### config.mk
export PLATFORM = sky130hd
export DESIGN_NAME = alu_issue_ctrl
export DESIGN_NICKNAME = d
export VERILOG_FILES = /design/src/rtl/alu_issue_ctrl.sv
export SDC_FILE = /design/constraint.sdc
export NUM_CORES = 1
export LEC_CHECK = 0
export BUFFER_PORTS_ARGS = -buffer_cell sky130_fd_sc_hd__buf_2
export CORE_MARGIN = 1.5
export CORE_UTILIZATION = 40
export DETAILED_ROUTE_END_ITERATION = 16
export PLACE_DENSITY = 0.71
export SYNTH_ARGS = -nofsm -noshare
export SYNTH_HDL_FRONTEND = slang
export SYNTH_SLANG_ARGS = --single-unit
### constraint.sdc
create_clock -name clk -period 2 [get_ports clk]
set_clock_uncertainty 0.15 [all_clocks]
set_input_delay 0.4 -clock clk [delete_from_list [all_inputs] [get_ports clk]]
set_output_delay 0.4 -clock clk [all_outputs]
set_load 0.1 [all_outputs]
### src/rtl/alu_issue_ctrl.sv
// alu_issue_ctrl: IDLE/ISSUE/DONE issue and writeback controller for the 4-bit ALU with a 4x4 register file.
// Optional macro ALU_ISSUE_STICKY_ERR_EN: an illegal opcode latches err and halts the controller until rst_n.
module alu_issue_ctrl #(
  parameter logic [3:0] REG_RST   = 4'h0,
  parameter logic [3:0] FLAGS_RST = 4'b0000
) (
  input  logic        clk,
  input  logic        rst_n,
  input  logic        instr_valid,
  input  logic [11:0] instr,
  output logic        instr_ready,
  output logic [3:0]  alu_op,
  output logic [3:0]  alu_a,
  output logic [3:0]  alu_b,
  input  logic [3:0]  alu_result,
  input  logic [3:0]  alu_flags,
  output logic        done,
  output logic        err,
  output logic [3:0]  flags,
  input  logic [1:0]  dbg_sel,
  output logic [3:0]  dbg_data
);
  typedef enum logic [1:0] {IDLE, ISSUE, DONE} state_t;
  state_t state, state_nxt;
  logic [3:0] regs [4];
  logic [3:0] op, op_q, imm_q, iss_op, iss_a, iss_b;
  logic [1:0] rd, rs, rd_q;
  logic dec_alu, dec_cmp, dec_addi, q_alu, q_cmp, q_ldi, q_addi, q_ill, err_q, accept;
  function automatic logic is_alu(input logic [3:0] o);
    return o inside {4'h0, 4'h1, 4'h2, 4'h3, 4'h4, 4'h8, 4'h9, 4'hA};
  endfunction
  assign op       = instr[11:8];
  assign rd       = instr[7:6];
  assign rs       = instr[5:4];
  assign dec_alu  = is_alu(op);
  assign dec_cmp  = op == 4'h5;
  assign dec_addi = op == 4'hB;
  // CMP reuses the ALU subtract; LDI and illegal opcodes leave the ALU idle
  assign iss_op   = dec_alu ? op : {3'b000, dec_cmp};
  assign iss_a    = (dec_alu || dec_cmp || dec_addi) ? regs[rd] : 4'h0;
  assign iss_b    = (dec_alu || dec_cmp) ? regs[rs] : dec_addi ? instr[3:0] : 4'h0;
  assign q_alu    = is_alu(op_q);
  assign q_cmp    = op_q == 4'h5;
  assign q_ldi    = op_q == 4'h6;
  assign q_addi   = op_q == 4'hB;
  assign q_ill    = !(q_alu || q_cmp || q_ldi || q_addi);
`ifdef ALU_ISSUE_STICKY_ERR_EN
  assign instr_ready = state == IDLE && !err_q;
`else
  assign instr_ready = state == IDLE;
`endif
  assign accept   = instr_valid && instr_ready;
  assign done     = state == DONE;
  assign err      = err_q;
  assign dbg_data = regs[dbg_sel];
  always_comb
    state_nxt = state == IDLE ? (accept ? ISSUE : IDLE) : state == ISSUE ? DONE : IDLE;
  always_ff @(posedge clk or negedge rst_n)
    if (!rst_n) state <= IDLE;
    else state <= state_nxt;
  always_ff @(posedge clk or negedge rst_n) begin
    if (!rst_n) begin
      alu_op <= 4'h0;
      alu_a  <= 4'h0;
      alu_b  <= 4'h0;
      op_q   <= 4'h0;
      imm_q  <= 4'h0;
      rd_q   <= 2'd0;
      err_q  <= 1'b0;
      flags  <= FLAGS_RST;
      for (int i = 0; i < 4; i++) regs[i] <= REG_RST;
    end else begin
      if (accept) begin
        alu_op <= iss_op;
        alu_a  <= iss_a;
        alu_b  <= iss_b;
        op_q   <= op;
        rd_q   <= rd;
        imm_q  <= instr[3:0];
      end else if (state == ISSUE) begin
        alu_op <= 4'h0;
        alu_a  <= 4'h0;
        alu_b  <= 4'h0;
      end
      if (state == ISSUE) begin
        if (q_alu || q_addi) regs[rd_q] <= alu_result;
        if (q_ldi) regs[rd_q] <= imm_q;
        if (q_alu || q_addi || q_cmp) flags <= alu_flags;
      end
`ifdef ALU_ISSUE_STICKY_ERR_EN
      err_q <= err_q || (state == ISSUE && q_ill);
`else
      err_q <= state == ISSUE && q_ill;
`endif
    end
  end
endmodule

== Yosys cells after proc, flatten, opt, wreduce, memory -nomap -nowiden ==
Cells that the tools add are included.
Storage, ports and cells
  flip-flop bits (word level): 45
  output and inout port bits: 23
  word-level logic and storage cells: 88
Operators by class
  $lt $le $gt $ge: 5
  eq/ne operators: 21
  muxes and demuxes: 27
  bitwise logic cells: 4
  reductions and logical operators: 18
Operators by type and width (count)
  $mux 4: 15
  $mux 16: 3
  $bwmux 16: 2
  $eq 4x4->1 const B: 8
  $bmux 4 s2: 3
  $eq 4x3->1 const B: 5
  $eq 4x2->1 const B: 4
  $reduce_bool 8->1: 2
  $ge 3x3->1 const B: 4
  $not 2->3: 4
  $demux 4 s2: 1
  $eq 4x1->1 const B: 2
  $logic_not 4->1: 2
  $logic_or 1x1->1: 7
  $mux 2: 2
  $logic_and 1x1->1: 3
  $lt 3x1->1 const B: 1
  $eq 2x1->1 const B: 1
  $eq 2x2->1 const B: 1
  $logic_not 2->1: 1
  $reduce_and 2->1: 1
  $reduce_bool 2->1: 1
  $logic_not 1->1: 1
  $mux 1: 1

== Depth between registers and ports, before layout ==
  depth in word-level cells: 10
  gate-level depth with buffers: 4
  depth with buffers taken out: 4

== Least setup slack after synthesis ==
OpenSTA, ideal clock, no wires.
  path kind: register to output
  start: register state[0]
  end: output port done
  arrival time: 1.775 ns
  data required time: 1.450 ns
  setup slack: -0.325 ns
  stages on the path, launching flop included: 2
  buffers on the path: 0
  cell sequence: dfrtp_1 > nor2b_1
On the way
  word-level cells in the longest chain between the ends: 1
RTL lines
  from (decl): RTL line 24  | state_t state, state_nxt;
  from (signal assigned): RTL line 60  | else state <= state_nxt;
  $eq 2x2->1: RTL line 53  | assign done = state == DONE;
  to (decl): RTL line 17  | output logic done,
Every way passes these cells.

== Final worst setup path ==
  start: register regs[0] (netlist name)
  end: output port dbg_data[0]
On the way
  word-level cells in the longest chain between the ends: 3
RTL lines
  from (decl): RTL line 25  | logic [3:0] regs [4];
  from (signal, indexed assignment): RTL line 86  | if (q_alu || q_addi) regs[rd_q] <= alu_result;
  from (signal, indexed assignment): RTL line 87  | if (q_ldi) regs[rd_q] <= imm_q;
  $bmux 4 s2: RTL line 55  | assign dbg_data = regs[dbg_sel];
  $mux 4 (implied by the code) (2 in a row): RTL line 55
  to (decl): RTL line 21  | output logic [3:0] dbg_data
Every way passes these cells. The select of a mux whose other input is x is not followed.

==> results.toml <==
[setup_path]
crit_path_max_fanout = 4
cp.arrival_ns = 1.42
cp-start-kind = "flop"
path_class = "flop to output pin"
worst_path_largest_cell_delay_ns = 0.51
path_cells = "mux4_2 -> buf_8"
end_kind = "output pin"
critPathSlowestCell = "mux4_2"
worstPathBufferInverterCount = 1
crit_required_ns = 1.45
path_delay_family = "multiplexers"

[sta]
clock.fmax_mhz = 508
setup_viol = 0
finalHoldViolCount = 0
finalCritPeriodShare = 0.984
slew-limit-headroom = 0.665
fin_setup_tns_ns = 0
fin_ws_ns = 0.0318
finalMaxSlewViolations = 0
grt_setup_unrepaired = "true"
fin_crit_ns = 1.97
worstMarginPinSlew_ns = 0.503

[clocking]
cts_buffers = 5
cts_max_level = 2
clk_latency_ns = 0.30
cts.clk_slew.worst_paths_ns = 0.09
cts_buffer_depth = 2
cts_tree = "built"
ctsRootBufferMaster = "clkbuf_8"
cts_sinks = 45

[power]
cellPowerDensity_nw_per_um2 = 1650
ir_worst_vdd_v = 0.00100
leakagePower_nw = 1.21

[logic_synthesis]
syn_nets = 174
synth_seq_cells = 45
ys_top_cells_by_count = "dfrtp_1 (45), mux2_1 (13), mux2_2 (13), mux4_2 (12)"
synth_area_sq_um = 2180
synth_warnings = 0
synthCells = 149
async_flop_share = 1.00
yosysTopAreaCellShare = 0.516
synth_ff_type = "dfrtp_1"
syn_area_per_cell_sq_um = 14.7
seq_area_frac_synth = 0.516
synthTopCellsByArea = "dfrtp_1 (52%), mux4_2 (12%), mux2_1 (6.7%)"
synth_edf_count = 0
synth.distinct_cells = 32
synth_largest_area_cell = "dfrtp_1"
synth_most_common_cell = "dfrtp_1"

[detailed_routing]
drc = 0
vias_per_cell = 5.41
drt_iter0_drc = 112
drt_wl_total_mm = 4.81
drt-wirelength-per-cell_um = 17.3
final_antenna_net_count = 0
vias = 1505
dr.pass1.iters = 4

[global_routing]
grt_usage = 0.173
grt_max_degree = 26
antenna_found_initial = 0
grt_pass1_vias = 1503
grt_pass1_wl_mm = 7.89
grt-ovfl-total = 0

[job]
cap_violations = 0

[layout]
final_nets = 232
area_growth_pct = 24.1
nFillCells = 452
drive_above_1_share = 0.486
fin_area_sq_um = 2710
fin_cells = 278
antenna_cells = 0

[placement]
hpwlAfterDp_mm = 3.60
portBuffers = 47
dp.cells = 266
pre_cts_ws_ns = 0.0569
postPlaceCellArea_sq_um = 2530
routabilityCongestion = 0.728

[floorplan]
core-area_sq_um = 5170
dieArea_sq_um = 5910
die_h_um = 76.9
num_rows = 26
start_util = 0.422
design.portCount = 48
die_x_um = 76.9

[worst_hold_path]
min_path_type = "primary input to flop"

[run_status]
status = "finished, final reports clean"
==> power breakdown <==
group	total (mW)	internal, mW	switching [mW]
Combinational	2.23	0.730	1.50
Clock	0.715	0.406	0.309
Sequential	1.51	1.23	0.284
==> cell type report <==
| type | count | area (sq um) | area share |
|---|---|---|---|
| sequential | 45 | 1130 | 0.416 |
| multi-input combinational | 99 | 1040 | 0.383 |
| timing repair buffer | 54 | 332 | 0.122 |
| tap | 70 | 87.6 | 0.0323 |
| clock buffer | 6 | 82.6 | 0.0305 |
| clock inverter | 2 | 37.5 | 0.0139 |
| inverter | 2 | 7.51 | 0.00277 |
==> logic make-up after synthesis <==
group | synth area share
AOI/OAI and AO/OA | 0.0751
buffers and inverters | 0.0115
and+or+nand+nor | 0.0848
DFF | 0.516
muxes | 0.313
==> flip-flops by register name, indices dropped and copies added, names as in the netlist <==
| register | cells |
|---|---|
| alu_op | 4 |
| flags | 4 |
| state | 2 |
| err | 1 |
| alu_a | 4 |
| alu_b | 4 |
| rd_q | 2 |
| op_q | 4 |
| regs | 16 |
| imm_q | 4 |
==> metal layers <==
| layer | track usage | vias up | routed length [um] |
|---|---|---|---|
| li1 | - | 698 | - |
| met1 | 0.250 | 757 | 2310 |
| met2 | 0.258 | 43 | 2230 |
| met3 | 0.0357 | 7 | 219 |
| met4 | 0.0630 | 0 | 51 |
| met5 | 0 | - | 0 |
==> worst paths after layout <==
path / slack [ns] / start / cells after the start / to
setup / recovery: 0.03 / regs[0] / 2 / dbg_data[0]
hold / removal: 0.16 / alu_flags[1] / 2 / flags[1]
setup reg to reg: 0.25 / state[1] / 4 / regs[7]
hold reg to reg: 0.34 / flags[2] / 1 / flags[2]
max in group asynchronous: 0.74 / rst_n / 3 / regs[15]
min in group asynchronous: 0.44 / rst_n / 2 / flags[1]
==> placed cells by master, fill, tap and decap left out, types with 2 or more instances in the layout <==
master,count
mux2_2,13
mux2_4,8
buf_6,3
nor2_1,2
o21ai_0,2
o21ai_1,4
nand4b_1,3
clkbuf_8,6
buf_4,5
nand2_1,8
dfrtp_1,45
mux4_2,12
mux2_1,13
nand3_1,4
a32oi_1,3
a21oi_1,5
a22oi_1,3
and2_1,2
a22o_1,4
buf_2,43
==> what timing repair did <==
| item | in CTS | in global routing |
|---|---|---|
| pin swaps | 0 | 0 |
| setup buffers | 0 | 3 |
| hold buffers | 1 | 0 |
| resized for setup | 6 | 3 |
| endpoints found under the hold margin | 20 | 0 |
| setup endpoints to repair | 4 | 4 |
==> through the flow <==
step	utilization	power, mW	hold slack (ns)
after floorplan	-	3.21	-0.0456
after global placement	0.489	3.57	0.251
after detailed placement	0.489	3.63	0.253
after CTS	0.517	4.40	0.159
after global routing	0.524	4.64	0.160
final	0.524	4.46	0.165
Power figures use the tool's default switching activity.
